[src/rtl/led_pattern_ctrl_if.sv]
// Key-event and LED-status bundle for the LED pattern controller.
// master drives key events; slave is the controller side.
interface led_pattern_ctrl_if;
    logic [3:0] key_pulse;
    logic [7:0] leds;
    logic [1:0] mode;
    logic [1:0] speed;
    logic       running;
    logic [3:0] ack;

    modport master (
        output key_pulse,
        input  leds,
        input  mode,
        input  speed,
        input  running,
        input  ack
    );

    modport slave (
        input  key_pulse,
        output leds,
        output mode,
        output speed,
        output running,
        output ack
    );
endinterface

[src/rtl/led_pattern_ctrl.sv]
// LED pattern engine: queued key events, mode/speed/run control and a
// speed-scaled tick that auto-advances an 8-bit pattern.
module led_pattern_ctrl #(
    parameter int TICK_DIV = 12_500_000,
    parameter int CNT_W    = 24
) (
    input  logic               clk,
    input  logic               rst,
    led_pattern_ctrl_if.slave  bus
);

    typedef enum logic [1:0] {
        MODE_UP   = 2'd0,
        MODE_DOWN = 2'd1,
        MODE_ROT  = 2'd2
    } mode_e;

    localparam logic [CNT_W-1:0] DIV = CNT_W'(TICK_DIV);

    logic [3:0]       pending_q, pending_d;
    logic [3:0]       grant;
    logic [3:0]       ack_q, ack_d;
    logic [7:0]       leds_q, leds_d;
    mode_e            mode_q, mode_d;
    logic [1:0]       speed_q, speed_d;
    logic             running_q, running_d;
    logic [CNT_W-1:0] tick_cnt_q, tick_cnt_d;
    logic [CNT_W-1:0] period_m1;
    logic             tick;
    logic             step;
    logic             enter_rot;
    logic [7:0]       stepped;

    // Lowest set bit wins: key0 has the highest priority.
    always_comb begin
        grant = 4'b0000;
        priority case (1'b1)
            pending_q[0]: grant = 4'b0001;
            pending_q[1]: grant = 4'b0010;
            pending_q[2]: grant = 4'b0100;
            pending_q[3]: grant = 4'b1000;
            default:      grant = 4'b0000;
        endcase
    end

    always_comb begin
        pending_d = (pending_q & ~grant) | bus.key_pulse;
        ack_d     = grant;
    end

    // Tick generator
    always_comb begin
        period_m1 = (DIV >> speed_q) - CNT_W'(1);
        tick      = running_q && (tick_cnt_q == period_m1);
    end

    always_comb begin
        tick_cnt_d = tick_cnt_q;
        if (!running_q) begin
            tick_cnt_d = '0;
        end else if (tick) begin
            tick_cnt_d = '0;
        end else begin
            tick_cnt_d = tick_cnt_q + CNT_W'(1);
        end
        if (grant[2] || grant[3]) begin
            tick_cnt_d = '0;
        end
    end

    // Mode FSM: state register
    always_ff @(posedge clk) begin
        if (rst) begin
            mode_q <= MODE_UP;
        end else begin
            mode_q <= mode_d;
        end
    end

    // Mode FSM: next state
    always_comb begin
        mode_d = mode_q;
        if (grant[1]) begin
            unique case (mode_q)
                MODE_UP:   mode_d = MODE_DOWN;
                MODE_DOWN: mode_d = MODE_ROT;
                MODE_ROT:  mode_d = MODE_UP;
                default:   mode_d = MODE_UP;
            endcase
        end
    end

    // Mode FSM: outputs
    always_comb begin
        enter_rot = grant[1] && (mode_q == MODE_DOWN);
        bus.mode  = mode_q;
    end

    // A grant in a tick cycle replaces the tick's step.
    always_comb begin
        step = grant[0] || (tick && (grant == 4'b0000));
    end

    always_comb begin
        stepped = leds_q;
        unique case (mode_q)
            MODE_UP:   stepped = leds_q + 8'd1;
            MODE_DOWN: stepped = leds_q - 8'd1;
            MODE_ROT:  stepped = {leds_q[6:0], leds_q[7]};
            default:   stepped = leds_q;
        endcase
    end

    always_comb begin
        leds_d    = leds_q;
        speed_d   = speed_q;
        running_d = running_q;
        if (step) begin
            leds_d = stepped;
        end
        if (enter_rot) begin
            leds_d = 8'h01;
        end
        if (grant[2]) begin
            speed_d = speed_q + 2'd1;
        end
        if (grant[3]) begin
            running_d = ~running_q;
        end
    end

    always_ff @(posedge clk) begin
        if (rst) begin
            pending_q  <= 4'b0000;
            ack_q      <= 4'b0000;
            leds_q     <= 8'h00;
            speed_q    <= 2'd0;
            running_q  <= 1'b0;
            tick_cnt_q <= '0;
        end else begin
            pending_q  <= pending_d;
            ack_q      <= ack_d;
            leds_q     <= leds_d;
            speed_q    <= speed_d;
            running_q  <= running_d;
            tick_cnt_q <= tick_cnt_d;
        end
    end

    assign bus.leds    = leds_q;
    assign bus.speed   = speed_q;
    assign bus.running = running_q;
    assign bus.ack     = ack_q;

endmodule

[src/flat_wrapper.sv]
// flat-port wrapper written by rule: the top's interface ports become plain ports
module led_pattern_ctrl_flat 
#(
    parameter int TICK_DIV = 12_500_000,
    parameter int CNT_W    = 24
)
  (clk, rst, bus_key_pulse, bus_leds, bus_mode, bus_speed, bus_running, bus_ack);
  led_pattern_ctrl_if bus_i ();
  input  logic clk;
  input  logic rst;
  input wire logic [$bits(bus_i.key_pulse)-1:0] bus_key_pulse;
  output wire logic [$bits(bus_i.leds)-1:0] bus_leds;
  output wire logic [$bits(bus_i.mode)-1:0] bus_mode;
  output wire logic [$bits(bus_i.speed)-1:0] bus_speed;
  output wire logic [$bits(bus_i.running)-1:0] bus_running;
  output wire logic [$bits(bus_i.ack)-1:0] bus_ack;
  assign bus_i.key_pulse = bus_key_pulse;
  assign bus_leds = bus_i.leds;
  assign bus_mode = bus_i.mode;
  assign bus_speed = bus_i.speed;
  assign bus_running = bus_i.running;
  assign bus_ack = bus_i.ack;
  led_pattern_ctrl #(.TICK_DIV(TICK_DIV), .CNT_W(CNT_W)) u_core (.clk(clk), .rst(rst), .bus(bus_i));
endmodule
[config.mk]
export PLATFORM = sky130hd
export DESIGN_NAME = led_pattern_ctrl_flat
export DESIGN_NICKNAME = d
export VERILOG_FILES = /design/src/rtl/led_pattern_ctrl_if.sv /design/src/rtl/led_pattern_ctrl.sv /design/src/flat_wrapper.sv
export SDC_FILE = /design/constraint.sdc
export NUM_CORES = 1
export LEC_CHECK = 0
export CELL_PAD_IN_SITES_DETAIL_PLACEMENT = 1
export CELL_PAD_IN_SITES_GLOBAL_PLACEMENT = 2
export CORE_MARGIN = 2
export CORE_UTILIZATION = 36
export CTS_BUF_LIST = sky130_fd_sc_hd__clkbuf_4
export CTS_CLUSTER_DIAMETER = 80
export DETAILED_ROUTE_END_ITERATION = 8
export GPL_TIMING_DRIVEN = 0
export PLACE_DENSITY_LB_ADDON = 0.1
export SETUP_SLACK_MARGIN = 0.5
export SLEW_MARGIN = 40
export SYNTH_ARGS = -nofsm -noshare
export SYNTH_HDL_FRONTEND = slang
export SYNTH_SLANG_ARGS = --single-unit
export TNS_END_PERCENT = 1
[constraint.sdc]
create_clock -name clk -period 3.4 [get_ports clk]
set_input_delay 0.34 -clock clk [delete_from_list [all_inputs] [get_ports clk]]
set_output_delay 0.34 -clock clk [all_outputs]
set_load 0.1 [all_outputs]
======== Yosys cells after proc, flatten, opt, wreduce, memory -nomap -nowiden ========
Cells that the tools add are included.
cells by class
  add/subtract/negate cells ............... 5
  eq/ne operators ......................... 3
  shift operators ......................... 1
  muxes and demuxes ....................... 8
  bitwise operators ....................... 4
  reduce and logical (&&, ||, !) cells .... 14
operators with widths
  operator                                                               count
  24-bit by 1-bit adder with 24-bit output (second input constant)       1
  24-bit == test                                                         1
  8-bit case mux with 3 select lines                                     1
  24-bit by 2-bit >> shifter with 24-bit output (first input constant)   1
  24-bit by 1-bit subtractor with 24-bit output (second input constant)  1
  4-bit two-way mux                                                      4
  8-bit by 1-bit adder with 8-bit output (second input constant)         1
  8-bit by 1-bit subtractor with 8-bit output (second input constant)    1
  4-bit bitwise AND                                                      1
  4-bit zero test                                                        1
  4-bit NOT                                                              1
  4-bit OR                                                               1
  2-bit case mux with 2 select lines                                     1
  2-bit AND reduction                                                    2
  4-bit nonzero test                                                     1
  4-bit OR reduction                                                     1
  1-bit logical AND                                                      3
  3-bit nonzero test                                                     1
  2-bit by 1-bit adder with 2-bit output (second input constant)         1
  2-bit by 1-bit == test with 1-bit output (second input constant)       1
  2-bit == test (second input constant)                                  1
  2-bit zero test                                                        1
  1-bit logical OR                                                       2
  1-bit two-way mux                                                      2
  other kinds (3)                                                        3
word-level totals
  register bits ........................... 45
  bits of input ports ..................... 6
  output and inout bits ................... 17
  logic and storage cells ................. 43

======== Logic depth before layout (Yosys ltp) ========
Gate-level depths: netlist (run 1).
  depth in word-level cells ............... 9
  depth in mapped cells ................... 11
  mapped depth without buffers ............ 10

======== Worst setup path after synthesis (run 1) ========
No wires, ideal clock.
  path type ............................... register to register
  from .................................... reg u_core.speed_q[0], in the netlist u_core.bus.speed[0]
  to ...................................... reg u_core.leds_q[7], in the netlist u_core.bus.leds[7]
  arrival time ............................ 3445 ps
  slack ................................... -163 ps
  stages on the path, launching flop included .. 10
  path buffers ............................ 1
  period minus slack after synthesis ...... 3563 ps
  path through ............................ dfxtp_1 inv_1 ha_1 or4b_1 or3_1 a2111oi_2 and4_1 buf_4 o221ai_2 o211a_1
between the ends
  longest elaborated chain between the ends .. 7
ends and longest elaborated chain
  what                                           RTL line                 text
  start: declaration                             led_pattern_ctrl.sv:25   logic [1:0] speed_q, speed_d;
  start signal: assignment                       led_pattern_ctrl.sv:144  speed_q <= speed_d;
  24-bit by 2-bit >> shifter with 24-bit output  led_pattern_ctrl.sv:53   period_m1 = (DIV >> speed_q) - CNT_W'(1);
  24-bit by 1-bit subtractor with 24-bit output  led_pattern_ctrl.sv:53
  24-bit == test                                 led_pattern_ctrl.sv:54   tick = running_q && (tick_cnt_q == period_m1);
  1-bit logical AND                              led_pattern_ctrl.sv:54
  1-bit logical AND                              led_pattern_ctrl.sv:101  step = grant[0] || (tick && (grant == 4'b0000));
  1-bit logical OR                               led_pattern_ctrl.sv:101
  2-bit AND reduction (no source line)           n/a
  end signal: assignment                         led_pattern_ctrl.sv:143  leds_q <= leds_d;
  end: declaration                               led_pattern_ctrl.sv:23   logic [7:0] leds_q, leds_d;
No other way between the ends.
A chain may end at the register's enable or synchronous reset.

======== Final worst setup path (run 1) ========
Same ends and word-level chain as after synthesis.

==> results of run 1 <==
==> final cells by class <==
| cell class | count | area, µm² | area share (%) |
|---|---|---|---|
| Buffer | 9 | 68.8 | 2.35 |
| Clock buffer | 6 | 45.0 | 1.54 |
| Tap cell | 96 | 120 | 4.10 |
| Clock inverter | 2 | 35.0 | 1.20 |
| Multi-Input combinational cell | 236 | 1580 | 53.8 |
| Timing Repair Buffer | 22 | 133 | 4.53 |
| Inverter | 12 | 45.0 | 1.54 |
| Sequential cell | 45 | 907 | 31.0 |
==> flip-flops by register name, summed over array words and instances (netlist names) <==
signal,cells
u_core.bus.running,1
u_core.pending_q,4
u_core.bus.speed,2
u_core.bus.ack,4
u_core.tick_cnt_q,24
u_core.bus.mode,2
u_core.bus.leds,8
==> power breakdown <==
group / leakage [nW] / internal, W / switching (W)
logic: 0.696 / 0.0000657 / 0.000160
clock network: 0.0456 / 0.000162 / 0.000175
registers: 0.367 / 0.000543 / 0.0000186
==> worst max-delay path: cells and delay by family, from the launching register on <==
family,cells,cell delay (ns)
AOI/OAI and AO/OA,3,0.66
adders and majority gates,1,0.24
buffers and inverters,2,0.32
DFF,1,0.37
and+or+nand+nor,3,1.09
==> through the flow <==
stage	total power, W	cell area [µm²]	setup WS [ns]	utilization [%]
global route	0.00118	2930	0.464	42.9
floorplan	0.000749	2570	0.415	-
global placement	0.000802	2900	0.547	42.4
finish	0.00112	2930	0.616	42.9
CTS	0.00114	2910	0.511	42.5
detailed placement	0.000795	2810	0.499	41.2
==> repair_timing <==
item,4_1_cts,5_1_grt
gates resized for setup,1,2
endpoints found under the hold margin,0,0
setup buffers,0,1
setup endpoints to repair,22,28
==> per-layer routing <==
metal | up-vias | part of all wire [%] | global-route usage, %
met5 | - | 0 | 0
met4 | 0 | 1.1 | 4.13
met3 | 6 | 2.7 | 2.99
met2 | 25 | 44 | 27.3
met1 | 1023 | 53 | 24.8
li1 | 1110 | - | -
==> cell usage in the layout, fill, tap and decap left out, types with 9 or more instances in the layout <==
cell and n:
dfxtp_1 42, nor2_1 40, nand2_1 27, buf_2 18
xnor2_1 17, xor2_1 17, ha_1 16, a21oi_1 14
o21ai_0 13, inv_1 12, nand3_1 12, nor3_1 9
==> kinds of logic (layout without fill, tap and decap cells) <==
| family | after synthesis | after routing | share of synthesized area, % |
|---|---|---|---|
| buffers and inverters | 21 | 51 | 4.30 |
| AO/OA/AOI/OAI | 54 | 54 | 14.3 |
| AND/OR/NAND/NOR | 130 | 130 | 25.6 |
| XOR/XNOR | 34 | 34 | 11.6 |
| adder cells (fa/ha/maj) | 17 | 17 | 8.59 |
| flip-flops | 45 | 45 | 35.2 |
| multiplexers | 1 | 1 | 0.391 |
==> path summary, 6_finish.rpt <==
| check | startpoint | to | slack [ns] | depth (start not counted) |
|---|---|---|---|---|
| worst max-delay path | u_core.bus.speed[0] | u_core.bus.leds[7] | 0.62 | 9 |
| worst min-delay path | rst | u_core.pending_q[2] | 0.20 | 2 |
| worst max register to register | u_core.bus.speed[0] | u_core.bus.leds[7] | 0.62 | 9 |
| worst min register to register | u_core.tick_cnt_q[0] | u_core.tick_cnt_q[0] | 0.46 | 1 |
==> results.py, run 1 <==
metrics = {
    "clock_network": {
        "cts_max_path_buffers": 2,
        "hold_buffers": 0,
        "cts_tree": "done",
        "cts_root_buf": "clkbuf_4",
        "clk_pin_slew_ns": 0.14,
        "htreeDepth": 2,
        "cts-buffers-inserted": 5,
        "cts.sinks": 45,
        "insertion_delay_ns": 0.36,
    },
    "floorplan": {
        "die_h_um": 88.4,
        "die_area_um2": 7810,
        "start_util_pct": 37.5,
        "ios": 23,
        "coreArea_um2": 6830,
        "dieWidth_um": 88.4,
        "row_count": 30,
    },
    "route": {
        "wirelength_mm": 6.22,
        "ant_nets": 0,
        "drc": 0,
        "wl_per_cell_um": 14.5,
        "viasPerCell": 5.06,
        "dr_total_vias": 2164,
        "drt_pass1_iterations": 4,
        "drtIter0Drc": 30,
    },
    "yosys": {
        "async_flop_share_pct": 0,
        "synth_flop_cell": "dfxtp_1",
        "synth.yosys.seq_area_share_pct": 35.2,
        "synthCells": 302,
        "synth_top_area_share_pct": 35.2,
        "yosysMostFrequentCell": "dfxtp_1",
        "ys_types": 49,
        "synth_area_per_cell_um2": 8.48,
        "ys_seq_elements": 45,
        "synthTopCellsByCount": "45 x dfxtp_1, 41 x nor2_1, 27 x nand2_1, 17 x xnor2_1, 17 x xor2_1",
        "synth-edff-count": 0,
        "ys_warn_count": 0,
        "syn-cell-area_um2": 2560,
        "synth_nets": 325,
        "synth_area_leader_cell": "dfxtp_1",
        "synth_area_leaders": "dfxtp_1 35%, ha_1 7.8%, nor2_1 6.0%",
    },
    "power_and_ir_drop": {
        "ir_worst_vdd_mv": 0.205,
        "p_leak_nw": 1.11,
        "p_per_area_nw_per_um2": 384,
    },
    "sta": {
        "worstMarginPinSlew_ns": 0.682,
        "fmax_mhz": 359,
        "rsz0062_at_grt": "yes",
        "relSlewSlack_pct": 54.2,
        "layout_min_cycle_time_ns": 2.78,
        "timing.hold.ws_ns": 0.204,
        "setup_viol": 0,
        "finalHoldViolCount": 0,
        "finalSetupTns_ns": 0,
        "maxSlewViolCount": 0,
        "clock_skew_ns": 0.0144,
        "period_share_pct": 81.9,
    },
    "placed_design": {
        "portBuffers": 21,
        "routabilityCongestion": 0.717,
        "post-dp-hpwl_mm": 4.72,
        "dp.cells": 419,
    },
    "final_layout": {
        "area_delta_synth_final_pct": 14.3,
        "final_nets": 354,
        "num-fill-cells": 859,
        "drive_gt1_share_pct": 13.3,
        "stdcell_count": 428,
        "antenna_cells": 0,
    },
    "grt": {
        "grt_pass1_vias": 2162,
        "gr-usage-all-layers_pct": 17.3,
        "grt_antenna_before_repair": 0,
        "gr-total-overflow": 0,
        "grt_pass1_wl_mm": 10.6,
        "grt_max_degree": 15,
    },
    "setup_path": {
        "path_max_fanout": 9,
        "slowest_delay_ns": 0.48,
        "crit_top_cell": "buf_4",
        "worstPathArrival_ns": 3.04,
        "critPathCaptureType": "flip-flop",
        "crit_slowest_cell": "or4b_1",
        "start_kind": "flip-flop",
        "crit_type": "reg2reg",
        "crit_chain": "buf_4 > ha_1 > or4b_1 > or3_1 > a2111oi_4 > and4_1 > buf_4 > o221ai_2 > o211a_1",
        "cp.required_ns": 3.66,
    },
    "outcome": {
        "status": "completed",
    },
    "flow_run": {
        "maxCapViolCount": 0,
    },
    "hold_path": {
        "hp-class": "in2reg",
    },
}
No activity file was read; power rests on OpenSTA's default activity.
==> run 2: changes to the inputs <==
--- a/config.mk
+++ b/config.mk
@@ -8,7 +8,7 @@
 export CELL_PAD_IN_SITES_DETAIL_PLACEMENT = 1
 export CELL_PAD_IN_SITES_GLOBAL_PLACEMENT = 2
 export CORE_MARGIN = 2
-export CORE_UTILIZATION = 36
+export CORE_UTILIZATION = 33
 export CTS_BUF_LIST = sky130_fd_sc_hd__clkbuf_4
 export CTS_CLUSTER_DIAMETER = 80
 export DETAILED_ROUTE_END_ITERATION = 8
==> constraint.sdc (replaced) <==
create_clock -name clk -period 2.45 [get_ports clk]
set_input_delay 0.245 -clock clk [delete_from_list [all_inputs] [get_ports clk]]
set_output_delay 0.245 -clock clk [all_outputs]
set_load 0.1 [all_outputs]
==> results.py, run 2 (synthesized netlist as in run 1, its figures left out) <==
metrics = {
    "outcome": {
        "status": "finished, violations left",
        "violations": "negative setup slack",
    },
    "final_layout": {
        "antenna_cells": 0,
        "layout_commonest_cell": "dfxtp_1",
        "area_delta_synth_final_pct": 18.3,
        "top_register": "u_core.tick_cnt_q",
        "fin_util_pct": 39.8,
        "final_cell_mix": "41 x dfxtp_1, 40 x nor2_1, 27 x nand2_1",
        "drive_gt1_share_pct": 16.8,
        "final_nets": 356,
        "largest_reg_flops": 24,
    },
    "sta": {
        "maxSlewViolCount": 0,
        "finalHoldViolCount": 0,
        "worstMarginPinSlew_ns": 0.680,
        "rsz0062_at_grt": "yes",
        "setup_ws_ns": -0.108,
        "finalSetupTns_ns": -1.85,
        "setup_viol": 28,
        "period_share_pct": 104,
        "fmax_mhz": 391,
        "clock_skew_ns": 0.0174,
        "layout_min_cycle_time_ns": 2.56,
        "relSlewSlack_pct": 54.3,
    },
    "power_and_ir_drop": {
        "seq_power_share_pct": 49.1,
        "ir_worst_vdd_mv": 0.198,
        "p_per_area_nw_per_um2": 525,
        "clkPwrFrac_pct": 30.6,
        "p_switching_w": 0.000510,
        "p_int_w": 0.00108,
        "combPwrFrac_pct": 20.2,
        "p_sw_share_pct": 32.1,
        "p_leak_nw": 1.12,
    },
    "route": {
        "wl_per_cell_um": 14.4,
        "viasPerCell": 5.06,
        "drt_pass1_iterations": 4,
        "drtIter0Drc": 66,
        "ant_nets": 0,
        "drc": 0,
        "dr_total_vias": 2208,
        "wirelength_mm": 6.30,
    },
    "placed_design": {
        "dpl_worst_slack_ns": -0.255,
        "portBuffers": 21,
        "routabilityCongestion": 0.749,
        "post-dp-hpwl_mm": 4.72,
    },
    "clock_network": {
        "cts_max_path_buffers": 2,
        "cts_root_buf": "clkbuf_4",
        "insertion_delay_ns": 0.36,
        "htreeDepth": 2,
        "cts-buffers-inserted": 5,
        "cts_tree": "done",
        "cts.sinks": 45,
        "clk_pin_slew_ns": 0.15,
    },
    "setup_path": {
        "worstPathArrival_ns": 2.86,
        "crit_type": "reg2reg",
        "reg2reg_depth": 8,
        "endpoint": "u_core.bus.leds[1]",
        "r2r_setup_slack_ns": -0.11,
        "critPathCaptureType": "flip-flop",
        "start_kind": "flip-flop",
        "path_max_fanout": 7,
        "worstReg2RegStart": "u_core.bus.speed[0]",
        "cp-startpoint": "u_core.bus.speed[0]",
        "cp.required_ns": 2.76,
        "r2r-end": "u_core.bus.leds[1]",
    },
    "floorplan": {
        "die_area_um2": 8490,
        "row_count": 32,
        "dieWidth_um": 92.1,
        "ios": 23,
        "coreArea_um2": 7610,
        "die_h_um": 92.1,
        "start_util_pct": 33.7,
    },
    "grt": {
        "gr-total-overflow": 0,
        "grt_max_degree": 15,
        "grt_pass1_wl_mm": 11.0,
        "grt_antenna_before_repair": 0,
        "gr-usage-all-layers_pct": 16.2,
        "grt_pass1_vias": 2203,
    },
    "hold_path": {
        "hold_depth": 2,
        "hp-class": "in2reg",
    },
    "flow_run": {
        "maxCapViolCount": 0,
    },
}
[run 2: cell types whose count changed in the layout (fill, tap and decap cells not counted), moves of 2 or more]
cell / previous run / this run
ha_4: 0 / 2
ha_1: 16 / 13
inv_1: 12 / 10
buf_6: 2 / 4
[run 2: worst max-delay path, cell delays in order (launching register included)]
cell and delay [ns]:
dfxtp_4 0.40, ha_2 0.21, or4b_4 0.51, or3_4 0.35, a2111oi_4 0.36, nand4_1 0.22
nand2b_1 0.14, buf_6 0.13, mux2i_1 0.16
[run 2: per-layer routing]
metal  share of wire (%)  up-vias  global-route usage, %  wire, µm
li1                    -     1111                      -         -
met1                  53     1056                   23.4      3330
met2                  43       36                   24.8      2700
met3                 2.9        5                   2.63       185
met4                 1.3        0                   4.48        80
met5                   0        -                      0         0
[run 2: how the worst min path moves through the flow]
stage                           end                 start  slack, ns
2_1_floorplan   u_core.pending_q[1]      bus_key_pulse[1]       0.36
3_5_place_dp   u_core.tick_cnt_q[0]  u_core.tick_cnt_q[0]       0.45
4_1_cts         u_core.pending_q[2]                   rst       0.09
5_1_grt         u_core.pending_q[2]                   rst       0.09
6_report        u_core.pending_q[2]                   rst       0.10
3_3_place_gp   u_core.tick_cnt_q[0]  u_core.tick_cnt_q[0]       0.42
[run 2: power by group through the flow]
| stage | clock [W] | combinational, W | sequential, W |
|---|---|---|---|
| after floorplan | 0 | 0.000136 | 0.000907 |
| after global placement | 0 | 0.000318 | 0.000800 |
| after detailed placement | 0 | 0.000305 | 0.000800 |
| after CTS | 0.000505 | 0.000324 | 0.000782 |
| after global routing | 0.000533 | 0.000353 | 0.000787 |
| final | 0.000487 | 0.000322 | 0.000781 |
[run 2: final cells by class]
cell class	instances	area (µm²)
repair buffers	24	148
flip-flops and latches	45	911
inverters	12	50.0
plain buffers	9	83.8
multi-input cells	236	1630
clock buffers	6	45.0
well taps	102	128
fillers	942	4580
clock inverters	2	38.8
[run 2: repair_timing]
item                                    CTS  global route
buffers inserted                          3             0
cloned                                    0             0
pin swaps                                 4             3
hold buffers                              0             0
hold endpoints to repair                  0             0
endpoints found under the setup margin   32            32
gates resized for setup                  12             2
[run 2: stage by stage]
step / hold slack (ns) / instances / cell area (µm²) / power, W
floorplan: 0.362 / 302 / 2610 / 0.00104
global placement: 0.425 / 425 / 2950 / 0.00112
detailed placement: 0.446 / 425 / 2860 / 0.00111
CTS: 0.0877 / 436 / 3020 / 0.00161
global route: 0.0914 / 436 / 3030 / 0.00167
finish: 0.104 / 436 / 3030 / 0.00159
